**src/rtl/uart_tx_pkg.sv**
```systemverilog
// Shared types and line-level constants for the uart_tx block.
package uart_tx_pkg;

  typedef enum logic [2:0] {
    IDLE   = 3'd0,
    START  = 3'd1,
    DATA   = 3'd2,
    PARITY = 3'd3,
    STOP   = 3'd4
  } state_t;

  localparam int   MIN_PRESCALE = 4;
  localparam logic START_LEVEL  = 1'b0;
  localparam logic STOP_LEVEL   = 1'b1;

endpackage

```
**src/rtl/uart_tx_bit_timer.sv**
```systemverilog
// Bit-period timer: counts CLK cycles within one bit and pulses bit_done on the last one.
module uart_tx_bit_timer #(
  parameter int PRESCALE_WIDTH = 6
) (
  input  logic                      CLK,
  input  logic                      RST,
  input  logic                      run,
  input  logic [PRESCALE_WIDTH-1:0] prescale,
  output logic                      bit_done
);

  logic [PRESCALE_WIDTH-1:0] cnt_r;

  assign bit_done = run && (cnt_r == (prescale - PRESCALE_WIDTH'(1)));

  // Cycle counter; wraps on bit_done so chained bits and frames need no reload.
  always_ff @(posedge CLK) begin
    if (!RST) begin
      cnt_r <= '0;
    end else if (!run || bit_done) begin
      cnt_r <= '0;
    end else begin
      cnt_r <= cnt_r + PRESCALE_WIDTH'(1);
    end
  end

endmodule

```
**src/rtl/uart_tx.sv**
```systemverilog
// UART transmitter: start, DATA_WIDTH data bits LSB first, optional parity, stop.
// Build option: define UART_TX_HOLD_REG_EN for a one-entry request holding register.
module uart_tx
  import uart_tx_pkg::*;
#(
  parameter int DATA_WIDTH     = 8,
  parameter int PRESCALE_WIDTH = 6
) (
  input  logic                      CLK,
  input  logic                      RST,
  input  logic [DATA_WIDTH-1:0]     P_DATA,
  input  logic                      DATA_VALID,
  input  logic [PRESCALE_WIDTH-1:0] Prescale,
  input  logic                      parity_enable,
  input  logic                      parity_type,
  output logic                      TX_OUT,
  output logic                      Busy,
  output logic                      TX_READY
);

  localparam int CNT_W = $clog2(DATA_WIDTH) + 1;

  state_t                    state_r;
  logic [DATA_WIDTH-1:0]     shift_r;
  logic [DATA_WIDTH-1:0]     next_shift_s;
  logic [PRESCALE_WIDTH-1:0] prescale_r;
  logic                      parity_en_r;
  logic                      parity_bit_r;
  logic [CNT_W-1:0]          bit_cnt_r;
  logic                      bit_done_s;
  logic                      accept_s;
  logic                      launch_s;
  logic [DATA_WIDTH-1:0]     src_data_s;
  logic [PRESCALE_WIDTH-1:0] src_prescale_s;
  logic [PRESCALE_WIDTH-1:0] src_prescale_eff_s;
  logic                      src_pe_s;
  logic                      src_pt_s;

  function automatic logic parity_of(input logic [DATA_WIDTH-1:0] d, input logic odd);
    return (^d) ^ odd;
  endfunction

`ifdef UART_TX_HOLD_REG_EN
  logic                      hold_valid_r;
  logic [DATA_WIDTH-1:0]     hold_data_r;
  logic [PRESCALE_WIDTH-1:0] hold_prescale_r;
  logic                      hold_pe_r;
  logic                      hold_pt_r;

  assign TX_READY = !hold_valid_r;
  assign accept_s = DATA_VALID && !hold_valid_r;
  // A frame starts from idle, or back-to-back at the end of STOP from the hold slot or a same-cycle request.
  assign launch_s = ((state_r == IDLE) && accept_s) ||
                    ((state_r == STOP) && bit_done_s && (hold_valid_r || accept_s));

  // Frame source: the held request has priority over the live inputs.
  always_comb begin
    if (hold_valid_r) begin
      src_data_s     = hold_data_r;
      src_prescale_s = hold_prescale_r;
      src_pe_s       = hold_pe_r;
      src_pt_s       = hold_pt_r;
    end else begin
      src_data_s     = P_DATA;
      src_prescale_s = Prescale;
      src_pe_s       = parity_enable;
      src_pt_s       = parity_type;
    end
  end

  // Holding register: filled by a request that cannot launch at once, drained on launch.
  always_ff @(posedge CLK) begin
    if (!RST) begin
      hold_valid_r    <= 1'b0;
      hold_data_r     <= '0;
      hold_prescale_r <= '0;
      hold_pe_r       <= 1'b0;
      hold_pt_r       <= 1'b0;
    end else if (accept_s && !launch_s) begin
      hold_valid_r    <= 1'b1;
      hold_data_r     <= P_DATA;
      hold_prescale_r <= Prescale;
      hold_pe_r       <= parity_enable;
      hold_pt_r       <= parity_type;
    end else if (launch_s && hold_valid_r) begin
      hold_valid_r    <= 1'b0;
    end else begin
      hold_valid_r    <= hold_valid_r;
    end
  end
`else
  assign TX_READY       = !Busy;
  assign accept_s       = DATA_VALID && (state_r == IDLE);
  assign launch_s       = accept_s;
  assign src_data_s     = P_DATA;
  assign src_prescale_s = Prescale;
  assign src_pe_s       = parity_enable;
  assign src_pt_s       = parity_type;
`endif

  assign src_prescale_eff_s = (src_prescale_s < PRESCALE_WIDTH'(MIN_PRESCALE)) ?
                              PRESCALE_WIDTH'(MIN_PRESCALE) : src_prescale_s;
  assign next_shift_s = shift_r >> 1;

  uart_tx_bit_timer #(
    .PRESCALE_WIDTH(PRESCALE_WIDTH)
  ) u_bit_timer (
    .CLK     (CLK),
    .RST     (RST),
    .run     (state_r != IDLE),
    .prescale(prescale_r),
    .bit_done(bit_done_s)
  );

  // Per-frame settings captured at launch so later input changes cannot disturb the frame.
  always_ff @(posedge CLK) begin
    if (!RST) begin
      prescale_r   <= PRESCALE_WIDTH'(MIN_PRESCALE);
      parity_en_r  <= 1'b0;
      parity_bit_r <= 1'b0;
    end else if (launch_s) begin
      prescale_r   <= src_prescale_eff_s;
      parity_en_r  <= src_pe_s;
      parity_bit_r <= parity_of(src_data_s, src_pt_s);
    end else begin
      prescale_r   <= prescale_r;
    end
  end

  // Frame FSM with registered line and busy outputs.
  always_ff @(posedge CLK) begin
    if (!RST) begin
      state_r   <= IDLE;
      TX_OUT    <= STOP_LEVEL;
      Busy      <= 1'b0;
      bit_cnt_r <= '0;
      shift_r   <= '0;
    end else begin
      case (state_r)
        IDLE: begin
          if (launch_s) begin
            state_r <= START;
            shift_r <= src_data_s;
            TX_OUT  <= START_LEVEL;
            Busy    <= 1'b1;
          end else begin
            TX_OUT  <= STOP_LEVEL;
            Busy    <= 1'b0;
          end
        end
        START: begin
          if (bit_done_s) begin
            state_r   <= DATA;
            bit_cnt_r <= '0;
            TX_OUT    <= shift_r[0];
          end
        end
        DATA: begin
          if (bit_done_s) begin
            if (bit_cnt_r == CNT_W'(DATA_WIDTH - 1)) begin
              if (parity_en_r) begin
                state_r <= PARITY;
                TX_OUT  <= parity_bit_r;
              end else begin
                state_r <= STOP;
                TX_OUT  <= STOP_LEVEL;
              end
            end else begin
              bit_cnt_r <= bit_cnt_r + CNT_W'(1);
              shift_r   <= next_shift_s;
              TX_OUT    <= next_shift_s[0];
            end
          end
        end
        PARITY: begin
          if (bit_done_s) begin
            state_r <= STOP;
            TX_OUT  <= STOP_LEVEL;
          end
        end
        STOP: begin
          if (bit_done_s) begin
            if (launch_s) begin
              state_r <= START;
              shift_r <= src_data_s;
              TX_OUT  <= START_LEVEL;
              Busy    <= 1'b1;
            end else begin
              state_r <= IDLE;
              TX_OUT  <= STOP_LEVEL;
              Busy    <= 1'b0;
            end
          end
        end
        default: begin
          state_r <= IDLE;
          TX_OUT  <= STOP_LEVEL;
          Busy    <= 1'b0;
        end
      endcase
    end
  end

endmodule

```
**config.mk**
```make
export PLATFORM = sky130hd
export DESIGN_NAME = uart_tx
export DESIGN_NICKNAME = d
export VERILOG_FILES = /design/src/rtl/uart_tx_pkg.sv /design/src/rtl/uart_tx_bit_timer.sv /design/src/rtl/uart_tx.sv
export SDC_FILE = /design/constraint.sdc
export NUM_CORES = 1
export LEC_CHECK = 0
export BUFFER_PORTS_ARGS = -buffer_cell sky130_fd_sc_hd__buf_2
export CORE_MARGIN = 2
export CORE_UTILIZATION = 57
export DETAILED_ROUTE_END_ITERATION = 10
export GPL_ROUTABILITY_DRIVEN = 1
export PLACE_DENSITY = 0.79
export SYNTH_ARGS = -nofsm -noshare
export SYNTH_HDL_FRONTEND = slang
export SYNTH_SLANG_ARGS = --single-unit
```
**constraint.sdc**
```tcl
create_clock -name CLK -period 4.69 [get_ports CLK]
set_input_delay 0.938 -clock CLK [delete_from_list [all_inputs] [get_ports CLK]]
set_output_delay 0.938 -clock CLK [all_outputs]
set_load 0.05 [all_outputs]
```
; ---- Word level (Yosys, flattened, before mapping)
; Cells that the tools add are included.
; W data, S select, Z words.
[totals]
reg_bits = 31
latchBits = 0
ram_bits = 0
rom_bits = 0
in_bits = 19
output_inout_bits = 3
n_memories = 0
[classes]
add_sub_neg = 3
mul = 0
div = 0
n_lt_le_gt_ge = 1
n_eq_ne = 13
shifts = 0
mux = 30
n_bitwise = 3
n_reduce_logical = 17
[ops]
columns = cell, n
row1 = $mux W8, 4
row2 = $pmux W8 S3, 1
row3 = $mux W3, 7
row4 = $pmux W3 S5, 1
row5 = $mux W4, 3
row6 = $reduce_and A4 Y1, 3
row7 = $mux W1, 10
row8 = $ne A2 B1 Y1 const B, 4
row9 = $pmux W4 S2, 1
row10 = $reduce_xor A8 Y1, 1
row11 = $add A6 B1 Y6 const B, 1
row12 = $eq A3 B2 Y1 const B, 2
row13 = $eq A6 B6 Y1, 1
row14 = $lt A6 B3 Y1 const B, 1
row15 = $mux W6, 1
row16 = $ne A2 B2 Y1 const B, 3
row17 = $reduce_and A6 Y1, 1
row18 = $reduce_bool A3 Y1, 2
row19 = $sub A6 B1 Y6 const B, 1
row20 = $pmux W1 S5, 1
row21 = $add A4 B1 Y4 const B, 1
row22 = $eq A4 B3 Y1 const B, 1
row23 = $eq A3 B1 Y1 const B, 1
row24 = $eq A3 B3 Y1 const B, 1
row25 = other kinds (11), 14

; ---- Depth between registers and ports, before layout
; Gate-level depths: netlist (run 1).
[depth]
depth_word = 5
mapped_depth = 9
mapped_depth_nobuf = 8

; ---- Hierarchy
; A second synthesis (run 1) with hierarchy kept.
[unflattened]
hier_cells = 195
hier_area_um2 = 1764.2
[modules_own_cells]
columns = module, n_inst, cells_each, area_each_um2
row1 = uart_tx, 1, 149, 1343.8
row2 = uart_tx_bit_timer, 1, 46, 420.4

; ---- Worst setup path after synthesis (run 1)
; Ideal clock, no wire load.
[synth_path]
kind = register to register
startpoint = reg prescale_r[3]
endpoint = reg bit_cnt_r[3]
setup_time_ps = 71
t_arrival_ps = 2382
t_required_ps = 4619
slack_ps = 2238
stages_incl_launch_ff = 7
path_buffers = 0
period_less_slack_ps = 2452
path_cell_list = dfxtp_1 or4_1 or3_1 a2111oi_4 nand2_1 or4_1 a21oi_1
[synth_between]
elab_chain_cells = 5
[synth_lines]
columns = element, line_no
row1 = start: declaration, uart_tx.sv:26  ; logic [PRESCALE_WIDTH-1:0] prescale_r;
row2 = start signal: assignment, uart_tx.sv:118  ; prescale_r <= PRESCALE_WIDTH'(MIN_PRESCALE);
row3 = start signal: assignment, uart_tx.sv:122  ; prescale_r <= src_prescale_eff_s;
row4 = start signal: assignment, uart_tx.sv:126  ; prescale_r <= prescale_r;
row5 = $sub A6 B1 Y6 (*), uart_tx_bit_timer.sv:14  ; assign bit_done = run && (cnt_r == (prescale - PRESCALE_WIDTH'(1)));
row6 = $eq A6 B6 Y1 (*), uart_tx_bit_timer.sv:14
row7 = $logic_and A1 B1 Y1 (*), uart_tx_bit_timer.sv:14
row8 = $ne A2 B1 Y1 (no source line), --
row9 = $reduce_and A4 Y1 (no source line) (*), --
row10 = end signal: assignment, uart_tx.sv:169  ; bit_cnt_r <= bit_cnt_r + CNT_W'(1);
row11 = end: declaration, uart_tx.sv:29  ; logic [CNT_W-1:0] bit_cnt_r;
; Mark *: on every way between the ends. The rest lies on a longest branch, timed or not.
; A chain may end at the register's enable or synchronous reset.

; ---- Worst setup path in the final report (run 1)
; Same ends and word-level chain as after synthesis.

==> results.cfg, run 1 <==
[pwr]
power_per_cell_area_nw_per_um2 = 304
power_frac_clock_pct = 31.6
leakage_uw = 0.000687
p_int_uw = 406
max-vdd-ir-drop_mv = 0.245
switchingPower_uw = 161
netSwitchingFraction_pct = 28.4
p_comb_share_pct = 17.4
pwr-share-seq_pct = 51.1

[floorplan]
floorplan.io_pins = 22
core.rowCount = 19
core_region_area_um2 = 2780
die_x_um = 58.5
initial_core_util_pct = 60.8
area_of_the_die_um2 = 3420
die_h_um = 58.5

[clock_network]
cts_post_setup_buffers_inserted = 0
clock_insertion_delay_worst_skew_ns = 0.34
tritoncts_clock_tree = built
root_buffer = clkbuf_4
post_cts_hold_buffer_count = 0
cts_made_buffers = 5
cts-htree-levels = 2
cts_buffer_depth = 2
post_cts_resize_count = 0
clkSlewWorstSetupHoldPaths_ns = 0.10
clock_sinks = 31

[global_routing]
grt_antenna_before_repair = 0
grt_usage_pct = 22.0
global_route_wire_length_before_repair_um = 5730
grt_max_degree = 35
globalRouteOverflowTotal = 0
vias_in_the_first_global_route = 1403

[synthesis]
yosysSeqAreaShare_pct = 36.7
postSynthAreaPerCell_um2 = 8.21
postSynthNetCount = 228
synthArstFlopShare_pct = 0
synthesis.instances = 206
synthesis.yosys.warnings = 0
proportion_of_netlist_area_held_by_the_largest_area_contributor_pct = 36.7
synth_top_cells_by_count = 31 x dfxtp_1, 27 x nand2_1, 19 x nor2_1, 14 x xnor2_1
yosys_most_used_dff = dfxtp_1
synth.ff_latch_count = 31
post-synth-top-count-cell = dfxtp_1
syn_area_um2 = 1690
netlist-cell-type-count = 40
yosys-top-cells-area = dfxtp_1 37%, xnor2_1 7.2%, nand2_1 6.0%
yosysTopAreaCell = dfxtp_1
synth_enable_flop_cells = 0

[sta]
final_hold_vio_count = 0
setup_viol = 0
timing.max_slew.rel_slack_pct = 32.5
totalNegativeSetupSlack_ns = 0
timing_max_transition_violations_final = 0
skew_ns = 0.0128
timing.final.crit_period_ns = 2.89
grt_setup_unrepaired = no
timing.fmax_mhz = 346
worst_slack_ns = 1.80
post-route-period-util_pct = 61.6
worst_pin_slew_ns = 1.01

[final_layout]
register_cell_area_after_layout_um2 = 621
final.fill_count = 241
diodes = 0
stdcell_area_um2 = 1870
multiInputGateArea_um2 = 1010
fraction_of_final_layout_cells_with_drive_strength_greater_than_1_pct = 13.3
finalNonFillerCells = 256
nets = 246
layout-area-overhead-vs-synth_pct = 10.4

[route]
met2RoutedLength_um = 1780
routed-wl-met3_um = 165
drt_iter0_markers = 74
number_of_detailed_routing_iterations_run_before_antenna_repair = 4
via_count = 1529
top_signal_layer_used = met4
wl_um = 3510
route.detailed.wl_per_inst_um = 13.7
met1Wirelength_um = 1490
detail_route.vias_per_cell = 5.97
drc = 0
final_antenna_net_count = 0

[worst_hold_path]
worst_hold_path_type = reg -> reg

[placement]
dp_hpwl_um = 2480
placed_cells = 248
gpl.final_weighted_congestion = 0.838
preCtsSetupSlack_ns = 1.86
post_dp_cell_area_um2 = 1800
place.port_buffers = 21

[setup_path]
end_kind = flip-flop
critPathRequiredTime_ns = 4.96
startpoint_type = flip-flop
path_class = reg -> reg
path_max_fanout = 14
critPathArrivalTime_ns = 3.16

[run_status]
status = completed

[flow_run]
cap_viol_max_count = 0
## area by class of cell
type	instances	share of cell area [%]
clock buffers	8	3.69
well taps	31	2.08
inverters	6	1.21
multi-input cells	159	54.2
flip-flops and latches	31	33.2
repair buffers	21	5.63
## path summary, 6_finish.rpt
kind	depth (start not counted)	slack, ns	start	endpoint
max	6	1.80	prescale_r[3]	bit_cnt_r[3]
min reg2reg	2	0.46	shift_r[7]	shift_r[7]
max reg2reg	6	1.80	prescale_r[3]	bit_cnt_r[3]
min	2	0.46	shift_r[7]	shift_r[7]
## metal layers
layer | vias up | global-route usage, %
met4 | 0 | 10.3
li1 | 764 | -
met5 | - | 0
met3 | 9 | 6.81
met2 | 36 | 38.5
met1 | 720 | 24.2
## power by group through the flow
| stage | clock network [uW] | logic, uW | registers (uW) |
|---|---|---|---|
| floorplan | 0 | 71.6 | 296 |
| global placement | 0 | 95.0 | 295 |
| detailed placement | 0 | 98.2 | 295 |
| CTS | 184 | 99.1 | 289 |
| global route | 194 | 109 | 292 |
| finish | 179 | 98.5 | 290 |
## sequential cells by signal, indices dropped and copies added (netlist names)
signal and count:
TX_OUT 1, bit_cnt_r 4, parity_bit_r 1, u_bit_timer.cnt_r 6, parity_en_r 1, prescale_r 6
shift_r 8, state_r 3, Busy 1
## through the flow
stage          power [uW]  hold WS (ns)  util, %
4_1_cts               572         0.456     67.1
2_1_floorplan         368         0.423        -
3_5_place_dp          394         0.443     64.6
5_1_grt               594         0.473     67.1
3_3_place_gp          390         0.432     64.6
6_report              568         0.458     67.1
## worst max-delay path, stage by stage (launching register included)
cell and delay [ns]:
dfxtp_1 0.37, or4_1 0.55, or3_1 0.37, a2111oi_4 0.44
nand2_1 0.34, or4_1 0.60, a21oi_1 0.16
## logic make-up after synthesis
group | count (synthesis) | synth area share [%]
adder cells (fa/ha/maj) | 3 | 2.22
multiplexers | 8 | 4.73
XOR/XNOR | 20 | 10.4
AO/OA/AOI/OAI | 45 | 18.6
flip-flops | 31 | 36.7
buffers and inverters | 16 | 3.55
AND/OR/NAND/NOR | 83 | 23.8
## placed cells by master, fill, tap and decap left out, types with 2 or more instances in the layout
cell type and n:
dfxtp_1 31, nand2_1 27, buf_2 21, nor2_1 19, xnor2_1 14, nand2b_1 10, nand3_1 8, a21oi_1 8
mux2i_1 8, o211ai_1 8, o21ai_0 7, inv_1 6, xor2_1 6, o21ai_1 5, clkbuf_4 5, and3_1 4
nand4_1 3, or4_1 3, ha_1 3, o21bai_1 2, nor3_1 2, a22oi_1 2, a41oi_1 2, clkbuf_8 2
Power figures use the tool's default switching activity.
==> run 2: changes to the inputs <==
Settings changed: ABC_AREA set to 1, PLACE_DENSITY 0.79 to 0.78.
Clock period 4.69 ns to 2.73 ns, I/O delays scaled along.
==> results.cfg, run 2 <==
[setup_path]
end_kind = flip-flop
path_max_fanout = 7
critPathRequiredTime_ns = 3.00
worst_r2r_path_depth = 12
critPathArrivalTime_ns = 2.19
crit_top_cell = nor2_1
path_class = reg -> reg
critical_path_cell_by_cell = inv_1 -> ha_1 -> xnor2_1 -> nor2_1 -> nand3_2 -> nor2_4 -> inv_1 -> nand2_2 -> inv_1 -> nor2_1 -> nor2_1 -> nor2_1
crit_path_top_delay_cell = dfxtp_1
worst_path_largest_cell_delay_ns = 0.39
startpoint_type = flip-flop

[global_routing]
globalRouteOverflowTotal = 0
vias_in_the_first_global_route = 1410
grt_antenna_before_repair = 0
grt_usage_pct = 22.1
grt_max_degree = 22
global_route_wire_length_before_repair_um = 5900

[synthesis]
yosys_most_used_dff = dfxtp_1
netlist-cell-type-count = 29
synth_top_cells_by_count = 67 x nand2_1, 42 x nor2_1, 33 x inv_1, 31 x dfxtp_1, 17 x nand3_1
yosys-top-cells-area = dfxtp_1 35%, nand2_1 14%, nor2_1 8.8%
synthesis.instances = 271
yosysTopAreaCell = dfxtp_1
synth_enable_flop_cells = 0
synthesis.yosys.warnings = 0
synthArstFlopShare_pct = 0
yosysSeqAreaShare_pct = 34.7
post-synth-top-count-cell = nand2_1
postSynthNetCount = 293
proportion_of_netlist_area_held_by_the_largest_area_contributor_pct = 34.7
postSynthAreaPerCell_um2 = 6.60
synth.ff_latch_count = 31
syn_area_um2 = 1790

[sta]
post-route-period-util_pct = 70.2
timing_max_transition_violations_final = 0
setup_viol = 0
worst_pin_slew_ns = 0.451
timing.final.crit_period_ns = 1.92
grt_setup_unrepaired = no
timing.fmax_mhz = 522
totalNegativeSetupSlack_ns = 0
final_hold_vio_count = 0
timing.max_slew.rel_slack_pct = 69.7
skew_ns = 0.00842

[flow_run]
cap_viol_max_count = 0

[clock_network]
clock_insertion_delay_worst_skew_ns = 0.33
clkSlewWorstSetupHoldPaths_ns = 0.10
cts_made_buffers = 5
cts_buffer_depth = 2
post_cts_hold_buffer_count = 0
cts-htree-levels = 2
tritoncts_clock_tree = built
root_buffer = clkbuf_4
cts_post_setup_buffers_inserted = 0
clock_sinks = 31
post_cts_resize_count = 0

[floorplan]
die_x_um = 60.0
floorplan.io_pins = 22
initial_core_util_pct = 59.1
area_of_the_die_um2 = 3600
core_region_area_um2 = 3030
die_h_um = 60.0
core.rowCount = 20

[placement]
gpl.final_weighted_congestion = 0.836
place.port_buffers = 21
placed_cells = 330
dp_hpwl_um = 2670

[final_layout]
mostFrequentLayoutCell = nand2_1
finalNonFillerCells = 338
most-common-layout-cells = 67 x nand2_1, 42 x nor2_1, 33 x inv_1, 31 x dfxtp_1, 21 x buf_2
diodes = 0
reg.largest.list = shift_r (8), prescale_r (6), u_bit_timer.cnt_r (6)
largest_register_ff_count = 8
nets = 315
registers.top_by_ff_count = shift_r
fraction_of_final_layout_cells_with_drive_strength_greater_than_1_pct = 15.6
layout-area-overhead-vs-synth_pct = 10.5

[pwr]
power_per_cell_area_nw_per_um2 = 961
leakage_uw = 0.000945
max-vdd-ir-drop_mv = 0.554

[route]
wl_um = 3500
drc = 0
detail_route.vias_per_cell = 4.92
drt_iter0_markers = 63
number_of_detailed_routing_iterations_run_before_antenna_repair = 4
final_antenna_net_count = 0
route.detailed.wl_per_inst_um = 10.4
via_count = 1663

[worst_hold_path]
timing.hold.worst_path_depth = 2
worst_hold_path_type = reg -> reg

[run_status]
status = completed
-- run 2: cell count changes after synthesis, sizes merged, moves of 10 or more --
cell / delta
nand3: +10
nand2: +45
nand2b: -10
nor2: +29
inv: +30
-- run 2: logic make-up (layout without fill, tap and decap cells) --
group                    Yosys count  in the layout  synth area share, %
adder cells (fa/ha/maj)            3              3                 2.10
XOR/XNOR                          13             13                 6.36
AND/OR/NAND/NOR                  147            147                 36.4
buffers and inverters             42             65                 9.86
flip-flops                        31             31                 34.7
AO/OA/AOI/OAI                     35             35                 10.6
-- run 2: final timing paths --
check	from	endpoint	slack [ns]
hold / removal	prescale_r[5]	prescale_r[5]	0.48
setup / recovery	prescale_r[0]	state_r[0]	0.81
hold reg to reg	prescale_r[5]	prescale_r[5]	0.48
setup reg to reg	prescale_r[0]	state_r[0]	0.81
-- run 2: report_power, final --
group          switching, uW  internal (uW)
registers               98.8            595
logic                    595            307
clock network            153            151
-- run 2: worst max-delay path: cells and delay by family (launching register included) --
| family | cells | cell delay [ns] |
|---|---|---|
| flops | 1 | 0.39 |
| xor+xnor | 1 | 0.13 |
| buf+inv | 3 | 0.25 |
| fa+ha+maj | 1 | 0.31 |
| simple gates | 7 | 0.79 |
-- run 2: through the flow --
stage | power, uW | hold slack [ns] | setup WS (ns) | util, % | instance area (um^2)
floorplan | 1450 | 0.441 | 0.951 | - | 1790
global placement | 1590 | 0.455 | 0.906 | 63.0 | 1910
detailed placement | 1600 | 0.452 | 0.830 | 63.0 | 1910
CTS | 1910 | 0.475 | 0.809 | 65.3 | 1980
global route | 2080 | 0.492 | 0.531 | 65.3 | 1980
finish | 1900 | 0.476 | 0.813 | 65.3 | 1980
-- run 2: cell type report --
| cell class | instances | area, um^2 |
|---|---|---|
| fillers | 291 | 1050 |
| repair buffers | 21 | 105 |
| flip-flops and latches | 31 | 621 |
| inverters | 36 | 135 |
| well taps | 44 | 55.1 |
| multi-input cells | 198 | 992 |
| clock buffers | 8 | 68.8 |
-- run 2: layer usage --
layer	share of wire, %	GRT usage, %
met1	49	29.3
met2	45	33.7
met3	4.2	5.84
met4	2.0	9.52
met5	0	0
==> run 3: changes to the inputs <==
Settings changed: ABC_AREA 1 to 0, PLACE_DENSITY 0.78 to 0.79.
Clock period 2.73 ns to 1.99 ns, I/O delays scaled along.
==> results.cfg, run 3 (synthesis gave the netlist of run 1 again) <==
[floorplan]
initial_core_util_pct = 60.8
core.rowCount = 19
die_x_um = 58.5
core_region_area_um2 = 2780
area_of_the_die_um2 = 3420
floorplan.io_pins = 22
die_h_um = 58.5

[global_routing]
grt_max_degree = 24
grt_usage_pct = 26.2
vias_in_the_first_global_route = 1577
grt_antenna_before_repair = 0
global_route_wire_length_before_repair_um = 6930
globalRouteOverflowTotal = 0

[sta]
worst_slack_ns = -0.408
grt_setup_unrepaired = yes
timing.max_slew.rel_slack_pct = 51.8
timing.fmax_mhz = 417
timing.final.crit_period_ns = 2.40
final_hold_vio_count = 0
worst_pin_slew_ns = 0.718
skew_ns = 0.0140
timing_max_transition_violations_final = 0
setup_viol = 23
post-route-period-util_pct = 121
totalNegativeSetupSlack_ns = -7.41

[final_layout]
stdcell_area_um2 = 2150
final.fill_count = 200
fraction_of_final_layout_cells_with_drive_strength_greater_than_1_pct = 27.6
most-common-layout-cells = 29 x dfxtp_1, 26 x nand2_1, 21 x buf_2, 18 x nor2_1
layout-area-overhead-vs-synth_pct = 27.1
reg.largest.list = shift_r (8), prescale_r (6), u_bit_timer.cnt_r (6)
mostFrequentLayoutCell = dfxtp_1
diodes = 0
register_cell_area_after_layout_um2 = 623
nets = 264
multiInputGateArea_um2 = 1120
finalNonFillerCells = 274
registers.top_by_ff_count = shift_r
largest_register_ff_count = 8

[placement]
gpl.final_weighted_congestion = 0.862
placed_cells = 263
dp_hpwl_um = 2760
post_dp_cell_area_um2 = 1950
place.port_buffers = 21

[clock_network]
cts-htree-levels = 2
clock_sinks = 31
cts_made_buffers = 5
clock_insertion_delay_worst_skew_ns = 0.34
root_buffer = clkbuf_4
clkSlewWorstSetupHoldPaths_ns = 0.11
tritoncts_clock_tree = built
cts_buffer_depth = 2
post_cts_hold_buffer_count = 0

[route]
detail_route.vias_per_cell = 5.92
wl_um = 4150
number_of_detailed_routing_iterations_run_before_antenna_repair = 4
route.detailed.wl_per_inst_um = 15.1
drt_iter0_markers = 77
final_antenna_net_count = 0
drc = 0
via_count = 1622

[setup_path]
crit_path_top_delay_cell = or4_4
critPathRequiredTime_ns = 2.24
critical_path.startpoint = prescale_r[0]
end_kind = flip-flop
critical_path_cell_by_cell = or4_4 -> or3_4 -> a2111oi_4 -> buf_4 -> nand3_4 -> a21oi_4 -> buf_12 -> buf_4 -> o21ai_2
worst-path-buf-inv = 3
crit_top_cell = buf_4
path_max_fanout = 8
worst_path_dominant_cell_family = simple AND/OR/NAND/NOR gates
worst_path_largest_cell_delay_ns = 0.53
startpoint_type = flip-flop
path_class = reg -> reg
r2r-start = prescale_r[0]
critPathArrivalTime_ns = 2.65

[pwr]
power_per_cell_area_nw_per_um2 = 699
max-vdd-ir-drop_mv = 0.687
design_power_total_uw = 1500
leakage_uw = 0.000808

[worst_hold_path]
worst_hold_path_type = in -> reg
worst_hold_startpoint = parity_enable

[run_status]
failed_checks = setup timing
status = finished, violations left

[flow_run]
cap_viol_max_count = 0
## run 3: cell types whose count changed in the layout (fill, tap and decap cells not counted), moves of 10 or more
cell      before  now
nand2b_1       0   10
nor2_1        42   18
buf_4          0   14
o21ai_0       16    6
inv_1         33    6
nand2_1       67   26
nand3_1       17    6
## run 3: layout make-up
class,instances,share of cell area [%]
clock buffer,6,2.39
sequential,31,29.0
tap,31,1.80
multi-input combinational,159,51.9
inverter,6,1.05
clock inverter,2,1.63
timing repair buffer,39,12.3
## run 3: tightest hold or removal path, cell delays in order
cell     delay [ns]
buf_2          0.09
nand2_1        0.04
a21oi_1        0.05
## run 3: stage by stage
step           util [%]  hold slack, ns  setup WS (ns)
2_1_floorplan         -           0.430         -0.342
3_3_place_gp       70.1           0.437         -0.405
3_5_place_dp       70.1           0.444         -0.436
4_1_cts            74.0           0.282         -0.443
5_1_grt            77.3           0.279         -0.516
6_report           77.3           0.283         -0.408
## run 3: what timing repair did
action,4_1_cts,5_1_grt
buffers inserted,1,2
pin swaps,4,7
cloned,0,1
resized for setup,2,18
endpoints found under the setup margin,23,23
## run 3: worst paths after layout
check / endpoint / depth (start not counted) / slack, ns
worst min register to register: shift_r[3] / 2 / 0.46
worst max-delay path: shift_r[7] / 9 / -0.41
worst max register to register: shift_r[7] / 9 / -0.41
worst min-delay path: parity_en_r / 3 / 0.28
## run 3: layer usage
| layer | vias up | track usage (%) | wire, um |
|---|---|---|---|
| met4 | 0 | 10.6 | 56 |
| met3 | 8 | 6.59 | 172 |
| li1 | 801 | - | - |
| met1 | 773 | 31.1 | 1740 |
| met5 | - | 0 | 0 |
| met2 | 40 | 44.9 | 2190 |
## run 3: report_power, final
| part | internal, uW | switching (uW) | total [uW] |
|---|---|---|---|
| sequential | 653 | 23.5 | 677 |
| clock | 297 | 229 | 526 |
| combinational | 132 | 169 | 301 |
